## src/rtl/aes_key_loader.sv

```systemverilog
// Byte-serial AES key loader: a mode byte picks AES-128/192/256, then 16/24/32 key bytes shift into key_out.
// Optional LOAD idle timeout is compiled in with `define AES_KEY_TIMEOUT_EN.
module aes_key_loader #(
   parameter int unsigned TIMEOUT_CYCLES = 255
) (
   input  logic         clk,
   input  logic         rst_n,
   input  logic         clear,
   input  logic         in_valid,
   input  logic [7:0]   in_data,
   output logic         in_ready,
   output logic [255:0] key_out,
   output logic [3:0]   nk,
   output logic [3:0]   nr,
   output logic         key_valid,
   output logic         err
);

   typedef enum logic [1:0] {MODE, LOAD, DONE, ERR} state_t;

   state_t         state, state_nxt;
   logic [255:0]   key_nxt;
   logic [3:0]     nk_nxt, nr_nxt;
   logic [5:0]     cnt, cnt_nxt;
   logic           valid_nxt, err_nxt;
   logic           xfer;
   logic           timeout_hit;

   assign in_ready = rst_n && ((state == MODE) || (state == LOAD));
   assign xfer     = in_valid && in_ready;

`ifdef AES_KEY_TIMEOUT_EN
   localparam int IDLE_W = ($clog2(TIMEOUT_CYCLES + 1) > 8) ? $clog2(TIMEOUT_CYCLES + 1) : 8;

   logic [IDLE_W-1:0] idle_cnt;

   // Counts consecutive LOAD cycles without a transfer; fires on the TIMEOUT_CYCLES-th one.
   always_ff @(posedge clk) begin
      if (!rst_n || clear || (state != LOAD) || xfer)
         idle_cnt <= '0;
      else
         idle_cnt <= idle_cnt + 1'b1;
   end

   assign timeout_hit = (state == LOAD) && !xfer &&
                        (idle_cnt == IDLE_W'(TIMEOUT_CYCLES - 1));
`else
   // Timer compiled out; this folds to a constant 0.
   assign timeout_hit = (TIMEOUT_CYCLES == 0) && 1'b0;
`endif

   always_ff @(posedge clk) begin
      if (!rst_n) begin
         state     <= MODE;
         key_out   <= '0;
         nk        <= '0;
         nr        <= '0;
         cnt       <= '0;
         key_valid <= 1'b0;
         err       <= 1'b0;
      end else begin
         state     <= state_nxt;
         key_out   <= key_nxt;
         nk        <= nk_nxt;
         nr        <= nr_nxt;
         cnt       <= cnt_nxt;
         key_valid <= valid_nxt;
         err       <= err_nxt;
      end
   end

   always_comb begin
      state_nxt = state;
      key_nxt   = key_out;
      nk_nxt    = nk;
      nr_nxt    = nr;
      cnt_nxt   = cnt;
      valid_nxt = key_valid;
      err_nxt   = err;

      case (state)
         MODE: begin
            if (xfer) begin
               key_nxt   = '0;
               cnt_nxt   = '0;
               state_nxt = LOAD;
               case (in_data)
                  8'h00: begin nk_nxt = 4'd4; nr_nxt = 4'd10; end
                  8'h01: begin nk_nxt = 4'd6; nr_nxt = 4'd12; end
                  8'h02: begin nk_nxt = 4'd8; nr_nxt = 4'd14; end
                  default: begin
                     state_nxt = ERR;
                     err_nxt   = 1'b1;
                  end
               endcase
            end
         end
         LOAD: begin
            if (timeout_hit) begin
               state_nxt = ERR;
               err_nxt   = 1'b1;
               key_nxt   = '0;
            end else if (xfer) begin
               key_nxt = {key_out[247:0], in_data};
               cnt_nxt = cnt + 6'd1;
               // 4*nk bytes complete the key
               if ((cnt + 6'd1) == {nk, 2'b00}) begin
                  state_nxt = DONE;
                  valid_nxt = 1'b1;
               end
            end
         end
         DONE: begin
         end
         ERR: begin
         end
         default: state_nxt = MODE;
      endcase

      if (clear) begin
         state_nxt = MODE;
         key_nxt   = '0;
         nk_nxt    = '0;
         nr_nxt    = '0;
         cnt_nxt   = '0;
         valid_nxt = 1'b0;
         err_nxt   = 1'b0;
      end
   end

endmodule
```

## config.mk

```make
export PLATFORM = sky130hd
export DESIGN_NAME = aes_key_loader
export DESIGN_NICKNAME = d
export VERILOG_FILES = /design/src/rtl/aes_key_loader.sv
export SDC_FILE = /design/constraint.sdc
export NUM_CORES = 1
export LEC_CHECK = 0
export ABC_AREA = 1
export BUFFER_PORTS_ARGS = -buffer_cell sky130_fd_sc_hd__buf_2
export CAP_MARGIN = 0
export CORE_ASPECT_RATIO = 1.4
export CORE_UTILIZATION = 55
export DETAILED_ROUTE_END_ITERATION = 12
export GPL_ROUTABILITY_DRIVEN = 1
export PLACE_DENSITY = 0.9
export SYNTH_ARGS = -nofsm -noshare
export SYNTH_HDL_FRONTEND = slang
export SYNTH_SLANG_ARGS = --single-unit
```

## constraint.sdc

```tcl
create_clock -name clk -period 2.65 [get_ports clk]
set_clock_uncertainty 0.05 [all_clocks]
set_input_delay 0.3975 -clock clk [delete_from_list [all_inputs] [get_ports clk]]
set_output_delay 0.3975 -clock clk [all_outputs]
set_load 0.01 [all_outputs]
```

==> flow_results.org, run 1 <==
** Placement
- RePlAce Congestion :: 0.8282
- Port Buffer Count :: 276
- Post-detail-place hpwl :: 15.86 mm
- After detailed placement, the total cell area comes to 11,050 um2.

** Synthesis
- Largest cells by area after synthesis :: dfxtp_1 (57%), nand2_1 (21%), a21oi_1 (14%)
- The biggest area contributor in the post-synthesis netlist is dfxtp_1.
- In the synthesized netlist, the number of instances is 1,238.
- For this run, asynchronously set or reset flops after synthesis account for 0%.
- Commonest cells in the synthesized netlist :: nand2_1 (537), dfxtp_1 (272), a21oi_1 (269), buf_2 (41), clkbuf_1 (24)
- The most common cell in the synthesized netlist is nand2_1.
- Summing every instance area after synthesis gives 9619 um2.
- Mean area per synthesized cell :: 7.770 um2
- Share of Yosys cell area claimed by the top area cell type :: 56.61%
- Number of synthesized flops with an enable pin :: 0
- Number of warnings reported in the yosys synthesis log :: 0
- The number of different library cells used by synthesis comes to 28.
- Main synth FF type :: dfxtp_1
- The synthesized design contains 272 register bits.
- Register area share after synthesis :: 56.61%

** Die
- The die covers 18,030 um2.
- Number of cell rows :: 56
- Once the floorplan was initialized, standard cells occupied 56.73% of the core.
- In this run the vertical extent of the chip is 158.5 um.
- During I/O placement, the number of pins put on the boundary was 279.
- DIE WIDTH :: 113.8 um
- Placeable core region :: 16,960 um2

** Setup path
- The worst setup path is captured at a flop.
- Worst Path Required :: 2970 ps
- Cell Chain, Critical Path :: ha_1, inv_1, o21ai_1, nand2_1, nand2_1, nand2_1, a21oi_1, nand4_1, nand2_1, a21oi_1
- STA classifies the critical path startpoint as a flop.
- Cell count of the worst reg-to-reg path :: 10
- Counting both buffers and inverters, the worst setup path holds a total of 1.
- Cell class contributing the biggest share of worst-path delay :: simple AND/OR/NAND/NOR gates
- For the worst setup path, the data arrival time is 2070 ps.
- Levels on crit path :: 10
- Largest driver fanout on the critical path :: 4
- In this design, the stage delay of the slowest critical-path cell is 380 ps.
- The critical path in this run is classified as reg -> reg.
- Among all stages on the critical path, the largest delay is contributed by dfxtp_1.
- In this design, the critical path's most frequently occurring cell is nand2_1.

** STA
- Final setup violation count :: 0
- The count of endpoints failing hold in the final timing report was 0.
- Setup repair after global routing missed its margin :: no
- Setup total negative slack :: 0 ps
- Final critical-path required period :: 1749 ps
- Based on the critical path, the design can be clocked at up to 571.8 MHz.
- For the pin with the worst max-slew slack, the measured transition is 686.9 ps.
- Max-slew violation count :: 0
- Headroom to the max-slew limit :: 54.21%
- Share of the clock period used by the worst path :: 65.99%

** Detailed routing
- First-pass iteration count of the detailed router :: 5
- In this run, the number of DRC markers left after iteration 0 of detailed routing was 767.
- In the detailed route, the total length drawn on met2 is 12.32 mm.
- Detail Route met3 WL :: 2.075 mm
- Routed Wire Length :: 24.51 mm
- Post-Route M1 WL :: 9.355 mm
- Average wire per cell in the routed design :: 14.31 um
- # DRC :: 0
- Top Metal Used :: met5
- After detailed routing, the number of vias per cell comes to 5.252.
- Routed via count :: 8,996
- DRT antenna net count :: 0

** CTS
- Clock tree synthesis selected as its root buffer the cell clkbuf_16.
- Later-pin clock latency in the skew report :: 520 ps
- Clock slew at reported path FFs :: 60 ps
- TritonCTS created 25 clock buffers.
- CTS Sinks :: 272
- Htree depth :: 1
- In this run, post-CTS hold repair placed 0 buffers.
- No sink is reached through more buffers than the 3 on the longest clock path.
- Buffers added to address setup during post-CTS repair amount to 0.
- TritonCTS built the clock tree.
- Resized cells post-CTS :: 0

** Power and ir drop
- Proportion of power drawn by flip-flops and latches :: 51.7%
- Clk pwr share :: 45.6%
- Power dissipated by switching net loads :: 1.679 mW
- Peak supply drop :: 0.7180 mV
- In this run switching power makes up 21.19% of total power.
- Comb power frac :: 2.7%
- In this run the power density over the cells is 666.6 nW/um2.
- Cell internal pwr :: 6.243 mW
- In this run the static leakage power is 4.724 nW.

** Cells and area
- The repair_antennas step left the layout with diodes totalling 0.
- Area growth syn-to-layout :: 23.53%
- Layout Cell Area excl Fill :: 11,880 um2
- The multi-input combinational cells in the finished layout cover a total of 3659 um2.
- Across the whole layout, storage elements account for 5445 um2.
- FILL cells :: 1,364
- Layout cells sized above 1 :: 22.42%
- The net count of the finished layout is 1,477.

** Job
- Max_cap viols :: 0

** Hold path
- Hold Path Cell Cnt :: 3
- The worst hold path belongs to the class in -> reg.

** Global route
- Wire length of the first global-routing pass :: 37.63 mm
- The number of global-route vias before repair was 7,748.
- GRT overflow :: 0
- The initial antenna violation count was 1.
- Global routing consumed, over all layers together, 25.43% of the routing resources.
- Largest net degree at the start of global routing :: 160

** Run status
- The flow ran to the end, and the final reports show no timing, DRC or antenna violations.
==> registers in the layout, indices dropped and copies added (netlist names) <==
name,count
err,1
key_out,256
cnt,6
key_valid,1
nr,3
state,2
nk,3
==> per-layer routing <==
layer,up-vias,track usage [%]
met5,-,0
met4,2,9.957
met3,58,6.433
met2,375,43.84
met1,4143,30.37
li1,4418,-
==> final cells by class <==
| cell class | instances | area share [%] |
|---|---|---|
| clock buffer | 30 | 5.676 |
| clock inverter | 14 | 1.337 |
| inverter | 21 | 0.7265 |
| multi-input combinational | 858 | 30.79 |
| sequential | 272 | 45.83 |
| tap | 232 | 2.443 |
| timing repair buffer | 286 | 13.20 |
==> tightest hold or removal path, cell delays in order <==
cell and delay (ps):
buf_2 100, nand2_1 50, a21oi_1 50
==> power groups by stage <==
stage / Sequential (mW) / Combinational (mW) / Clock, mW
after floorplan: 4.18 / 0.171 / 0
after global placement: 4.18 / 0.216 / 0
after global routing: 4.09 / 0.235 / 3.83
after detailed placement: 4.18 / 0.216 / 0
final: 4.09 / 0.217 / 3.61
after CTS: 4.09 / 0.216 / 3.67
==> placed cells by master, fill, tap and decap left out <==
master and n:
o21ai_0 3, o21ai_1 1, clkbuf_8 3, nand3_1 14, ha_1 1, conb_1 2
a31oi_1 1, clkinv_2 6, o211a_1 1, nor2_1 20, nor2_8 1, nand2_1 537
clkbuf_16 25, clkbuf_1 2, inv_6 1, nand3b_1 1, bufinv_16 3, xnor2_1 1
nor2_4 1, nand2_8 1, dfxtp_1 272, buf_2 276, a21oi_1 269, inv_1 20
clkinvlp_4 4, buf_4 1, inv_8 1, nand4_1 1, a2bb2oi_1 1, o21bai_1 1
nor3_1 1, buf_12 9
==> worst paths after layout <==
check / to / startpoint / slack, ps
min: key_out[6]$_SDFFE_PP0P_ / in_data[6] / 80
max reg2reg: state[0]$_SDFFE_PP0P_ / cnt[0]$_SDFFE_PP0P_ / 900
min reg2reg: key_valid$_SDFFE_PP0P_ / key_valid$_SDFFE_PP0P_ / 410
max: state[0]$_SDFFE_PP0P_ / cnt[0]$_SDFFE_PP0P_ / 900
==> logic make-up after synthesis <==
family / Yosys count / share of synthesized area (%)
buf+inv: 109 / 5.489
other cells: 1 / 0.03898
flops: 272 / 56.61
xor+xnor: 1 / 0.09107
compound gates: 277 / 14.54
simple gates: 577 / 23.10
fa+ha+maj: 1 / 0.1301
==> per-stage QoR <==
| step | worst slack, ps | cells | hold slack [ps] | utilization [%] | total power [mW] |
|---|---|---|---|---|---|
| global route | 656.2 | 1713 | 89.74 | 70.08 | 8.152 |
| detailed placement | 694.7 | 1669 | 397.6 | 65.16 | 4.401 |
| global placement | 704.9 | 1669 | 392.5 | 65.16 | 4.400 |
| floorplan | 1170 | 1239 | 408.1 | - | 4.356 |
| CTS | 865.3 | 1713 | 74.75 | 70.08 | 7.980 |
| finish | 901.2 | 1713 | 84.75 | 70.08 | 7.921 |
No activity file was read; power rests on OpenSTA's default activity.
==> inputs of run 2 (changes only) <==
Settings changed: CORE_UTILIZATION 55 to 51, PLACE_DENSITY 0.9 to 0.85.
Clock period 2.65 ns to 1.65 ns, I/O delays scaled along.
==> run 2 against run 1 <==
Compared with the run above: sequential power up 61%; die area up 7.7%; global-route usage down 0.41 points; cell count up 2.6%; largest power group is now clock; maximum frequency up 11%; core utilization down 2.6 points; worst setup slack worse by 830 ps.
==> flow_results.org, run 2 (same netlist as run 1, synthesis figures left out) <==
** Run status
- The flow ran to the end, and the final reports show no timing, DRC or antenna violations.

** Placement
- Post-detail-place hpwl :: 16.93 mm
- At the placement stage, the worst setup path has a slack of 41.07 ps.
- After detailed placement, the design holds a cell count of 1,703.
- Buffers placed on the I/O ports in this run total 276.
- Summing all placed instances gives a cell area of 11,340 um2.
- RePlAce Congestion :: 0.8697

** Setup path
- Largest driver fanout on the critical path :: 56
- For the worst setup path, the data required time is 2030 ps.
- Data on the critical path arrives at its endpoint at 1950 ps.
- Reg-to-Reg Start :: state[1]$_SDFFE_PP0P_
- Worst setup EP type :: flop
- The critical path contains buffers and inverters numbering 2 combined.
- CP peak stage delay :: 430 ps
- Levels on crit path :: 6
- The critical path goes through nor2_4, nand2_8, buf_12, buf_16, nand2_1, a21oi_1.
- The number of cells on the worst reg-to-reg path is 6.
- Cell class contributing the biggest share of worst-path delay :: buffers and inverters
- The slowest stage of the critical path belongs to the cell dfxtp_1.
- For flop-to-flop paths, the worst setup slack is 70 ps.
- The endpoint identified for the worst register-to-register timing path is key_out[243]$_SDFFE_PP0P_.
- Critical Setup Path Class :: reg -> reg
- The worst setup path is launched from a flop.

** Die
- Initial Utilization :: 51.91%
- From bottom edge to top edge, the die measures 164.5 um.
- After floorplanning, the core was divided into 59 placement rows.
- DIE WIDTH :: 118.1 um
- Placeable core region :: 18,530 um2
- Number of top-level pins :: 279
- The floorplan step defined a die boundary enclosing 19,420 um2.

** Power and ir drop
- VDD sags by at most 0.9721 mV.
- Dividing total power by cell area gives a power density of 1098 nW/um2.
- Summing internal, switching and leakage power gives 13.73 mW.
- The analysis attributes to cell leakage a power of 5.001 nW.

** Cells and area
- After the flow finishes, the layout carries non-filler instances totaling 1,757.
- The library cell used most frequently in the layout, excluding fill and tap cells, is nand2_1.
- For this run, the post-layout net count is 1,508.
- Leaving out fill and tap cells, the most frequent cells in the layout are nand2_1 (534), buf_2 (276), a21oi_1 (269), dfxtp_1 (269), clkbuf_16 (25).
- Compared with the post-synthesis result, the final layout area differs by 30.06%.
- 0 antenna diodes ended up in the layout.
- Layout cells sized above 1 :: 24.65%
- The largest registers in the layout are key_out (256), cnt (6).
- The register with the most flip-flops in the layout has 256 of them.
- After routing the design area is 12,510 um2.
- More flip-flops sit in one register than any other, and that register is key_out.

** CTS
- Clock slew at reported path FFs :: 70 ps
- Htree depth :: 1
- The root buffer cell chosen for the clock tree is clkbuf_16.
- No sink is reached through more buffers than the 3 on the longest clock path.
- For the worst-skew pair, the clock arrives at the later sink with an insertion delay of 510 ps.
- TritonCTS built the clock tree.
- Clock tree synthesis found a total of 272 sinks.
- In this run, CTS created clock tree buffers numbering 25.

** STA
- The count of endpoints failing hold in the final timing report was 0.
- For this run, the top clock speed supported by timing is 634.3 MHz.
- Setup violations remaining at the end of the flow were counted as 0.
- Setup total negative slack :: 0 ps
- Setup repair after global routing could not meet its margin everywhere.
- The number of pins exceeding their max-slew limit in the final report came to 0.
- Smallest setup slack after layout :: 73.57 ps
- Share of the clock period used by the worst path :: 95.54%
- Final critical-path required period :: 1576 ps

** Detailed routing
- # DRC :: 0
- Dividing the detail-routed via count by the number of cells gives 5.234.
- After detailed routing, the average wire length per cell comes to 14.64 um.
- The first detailed-routing pass took 5 iterations.
- Routed via count :: 9,197
- Number of design-rule violations left by the first detailed-router iteration :: 729
- In this run the remaining antenna-violating nets after routing total 0.
- The routed design has 25.72 mm of wire.

** Job
- Max-cap violations in this run came to 0.

** Global route
- Largest net degree at the start of global routing :: 96
- Number of global-route vias before repair :: 8,281
- GRT Util Overall :: 25.02%
- Initial antenna violation count :: 0
- The total overflow left after global routing is 0.
- Wire length of the first global-routing pass :: 40.32 mm

** Hold path
- The min-delay analysis places its worst path in the category in -> reg.
- Worst Hold Path EP :: cnt[0]$_SDFFE_PP0P_
- Worst Hold Launch :: in_valid
- The worst hold path passes through 5 cells.
run 2: layout make-up:
class | instances | area [um2]
Timing Repair Buffer | 317 | 1953
Multi-Input combinational cell | 858 | 3737
Clock buffer | 34 | 719.4
Tap cell | 244 | 305.3
Fill cell | 1489 | 6018
Sequential cell | 272 | 5451
Clock inverter | 11 | 257.7
Inverter | 21 | 86.33
run 2: power breakdown:
group          internal [mW]  switching, mW
sequential              6.57        0.00459
clock                   4.30           2.44
combinational          0.125          0.296
run 2: repair_timing:
| item | in CTS | in global routing |
|---|---|---|
| setup endpoints to repair | 0 | 12 |
| endpoints found under the hold margin | 8 | 0 |
| hold buffers | 8 | 0 |
| gates resized for setup | 0 | 27 |
| setup buffers | 0 | 1 |
run 2: metal layers:
layer  routed length, um  GRT usage (%)  vias up
met5                   0              0        -
met2               12720          44.30      388
met1               10200          29.44     4262
met4                 925          10.37        0
li1                    -              -     4474
met3                1872          5.180       73
run 2: metrics by stage:
| stage | hold slack, ps | utilization (%) |
|---|---|---|
| 2_1_floorplan | 341.0 | - |
| 6_report | 169.5 | 67.52 |
| 3_3_place_gp | 385.5 | 61.21 |
| 5_1_grt | 196.2 | 67.52 |
| 3_5_place_dp | 403.1 | 61.21 |
| 4_1_cts | 168.9 | 66.92 |
run 2: worst register-to-register path, stage by stage, from the launching register on:
cell	delay [ps]
dfxtp_1	430
nor2_4	70
nand2_8	100
buf_12	250
buf_16	270
nand2_1	130
a21oi_1	190
run 2: how the worst max path moves through the flow:
stage | startpoint | to | slack, ps
floorplan | cnt[0]$_SDFFE_PP0P_ | state[1]$_SDFFE_PP0P_ | 170
global placement | rst_n | state[1]$_SDFFE_PP0P_ | 80
detailed placement | cnt[0]$_SDFFE_PP0P_ | state[0]$_SDFFE_PP0P_ | 40
CTS | cnt[0]$_SDFFE_PP0P_ | state[0]$_SDFFE_PP0P_ | 30
global route | cnt[1]$_SDFFE_PP0P_ | state[1]$_SDFFE_PP0P_ | -40
finish | state[1]$_SDFFE_PP0P_ | key_out[243]$_SDFFE_PP0P_ | 70
==> inputs of run 3 (changes only) <==
Settings changed: CORE_MARGIN set to 4, MAX_ROUTING_LAYER set to met4.
==> run 3 against run 2 <==
Compared with the run above: worst hold slack worse by 47 ps; global-route usage down 1.1 points; first-iteration DRC count down 20%; count of clock-buffer cells in the layout up 2; maximum frequency down 2.4%.
==> flow_results.org, run 3 (same netlist as run 1, synthesis figures left out) <==
** Cells and area
- Layout Cell Area excl Fill :: 12,350 um2
- Largest register by flop count :: key_out
- Nets :: 1,506
- Area growth syn-to-layout :: 28.37%
- Commonest cells after routing, fill and taps aside :: nand2_1 (529), buf_2 (276), a21oi_1 (269), dfxtp_1 (269), clkbuf_16 (25)
- Util after Layout :: 66.38%
- The library cell used most frequently in the layout, excluding fill and tap cells, is nand2_1.
- The multi-input combinational cells in the finished layout cover a total of 3756 um2.
- The largest registers in the layout are key_out (256), cnt (6).
- The number of antenna diodes in the final layout is 0.
- Flip-flop count of the largest register after layout :: 256
- Register Area :: 5454 um2
- Layout cells sized above 1 :: 25.03%
- FILL cells :: 1,510

** Setup path
- Cell class contributing the biggest share of worst-path delay :: simple AND/OR/NAND/NOR gates
- Worst Path Required :: 2000 ps
- The worst setup path is launched from a flop.
- Critical Setup Path Class :: reg -> reg
- Cell count of the worst reg-to-reg path :: 12
- The slowest stage of the critical path is the dfxtp_2 cell.
- CP peak stage delay :: 360 ps
- Largest driver fanout on the critical path :: 3
- The number of buffers and inverters on the critical path is 1.
- Traced cell by cell, the critical path runs through buf_6, nand2_2, nor2_2, nand3_2, nand3_2, nand2_2, nor2_2, nand3_1, nand2_2, nand3_2, nand2_1, nor2_1.
- The critical path runs through a total of 12 cells.
- Data on the critical path arrives at its endpoint at 1970 ps.
- Worst setup EP type :: flop

** CTS
- In this run the deepest clock path goes through 3 buffers.
- Number of clock buffers inserted by TritonCTS :: 25
- Htree depth :: 1
- CTS Root Buffer Type :: clkbuf_16
- Clock tree from TritonCTS :: done
- Clock latency on the worst-skew pair, taken at its later pin, is 510 ps.
- CTS Sinks :: 272
- Clock slew at reported path FFs :: 70 ps

** Detailed routing
- # DRC :: 0
- First-pass iteration count of the detailed router :: 5
- Detailed routing placed a total of 12.66 mm of wire on met2.
- The first routing iteration left 586 violations.
- Routed Wire Length :: 26.12 mm
- Routed via count :: 9,152
- Top Metal Used :: met4
- After detailed routing, the average wire length per cell comes to 14.89 um.
- For this block, wires on met1 add up to 10.51 mm.
- Via/cell ratio :: 5.218
- Once detail routing completed, the nets flagged for antenna violations numbered 0.
- The routed design uses 2.089 mm of met3 wire.

** Global route
- The first global-routing pass estimated 40.92 mm of wire.
- Number of global-route vias before repair :: 8,416
- Global routing finished with a remaining overflow of 0.
- Largest net degree at the start of global routing :: 66
- In the global route stage, overall resource usage came out at 23.93%.
- Initial antenna violation count :: 0

** Hold path
- The path class of the tightest hold or removal check is in -> reg.
- Hold Path Cell Cnt :: 5

** Placement
- Port Buffer Count :: 276
- Post-detail-place hpwl :: 17.33 mm
- After detailed placement, the total cell area comes to 11,310 um2.
- At the end of routability-driven placement, the weighted congestion stood at 0.8323.

** Die
- The initialized floorplan defines 59 standard-cell rows.
- The die covers 21,150 um2.
- Once the floorplan was initialized, standard cells occupied 51.71% of the core.
- Height of the die :: 170.5 um
- Number of top-level pins :: 279
- DIE WIDTH :: 124.1 um
- Placeable core region :: 18,600 um2

** STA
- F_max :: 619.1 MHz
- Max-slew violation count :: 0
- Final critical-path required period :: 1615 ps
- Final setup violation count :: 0
- The final critical path takes up 97.89% of the cycle.
- Final Hold Violating Endpoints :: 0
- Final Hold Slack :: 122.6 ps
- Setup repair after global routing could not meet its margin everywhere.

** Run status
- Status :: completed

** Power and ir drop
- Summed over all cells, the static leakage comes to 4.921 nW.
- IR analysis of the VDD net gives a maximum drop of 0.8224 mV.
- Dividing total power by cell area gives a power density of 1027 nW/um2.

** Job
- Max-cap violations in this run came to 0.
==> run 3: final timing paths <==
kind	endpoint	slack (ps)	from
setup / recovery	state[1]$_SDFFE_PP0P_	30	cnt[0]$_SDFFE_PP0P_
setup reg to reg	state[1]$_SDFFE_PP0P_	30	cnt[0]$_SDFFE_PP0P_
hold reg to reg	key_out[119]$_SDFFE_PP0P_	420	key_out[111]$_SDFFE_PP0P_
hold / removal	state[1]$_SDFFE_PP0P_	120	clear
==> run 3: timing repair <==
action / in CTS / in global routing
gates cloned: 0 / 0
hold buffers: 8 / 0
buffers inserted: 0 / 3
resized for setup: 3 / 31
hold endpoints to repair: 8 / 0
pin swaps: 0 / 15
endpoints found under the setup margin: 2 / 8
==> run 3: area by class of cell <==
type	count	area share, %
tap	244	2.472
clock buffer	36	6.049
multi-input combinational	858	30.42
inverter	21	0.6992
timing repair buffer	315	15.63
sequential	272	44.17
clock inverter	8	0.5573
==> run 3: metrics by stage <==
stage	instances	setup TNS, ps	total power [mW]	worst slack, ps
2_1_floorplan	1239	0	6.995	170.0
3_3_place_gp	1699	0	7.115	80.77
3_5_place_dp	1699	-13.29	7.114	-13.29
4_1_cts	1751	0	12.78	2.139
5_1_grt	1754	-125.0	13.10	-122.4
6_report	1754	0	12.68	34.85
==> run 3: power breakdown <==
group          switching, mW  leakage, nW  total (mW)  internal [mW]
clock                   2.40        0.411        5.70           3.29
combinational          0.298         2.32       0.419          0.121
sequential           0.00465         2.19        6.57           6.56
==> run 3: routing by layer <==
layer  GRT usage (%)  vias up
met2           38.51      394
met1           29.69     4231
li1                -     4458
met5               -        -
met4           9.247        0
met3           4.597       69
==> run 3: worst reg2reg max path, delay by kind of cell, from the launching register on <==
family,cells,cell delay (ps)
flip-flops,1,360
buffers and inverters,1,110
AND/OR/NAND/NOR,11,1000
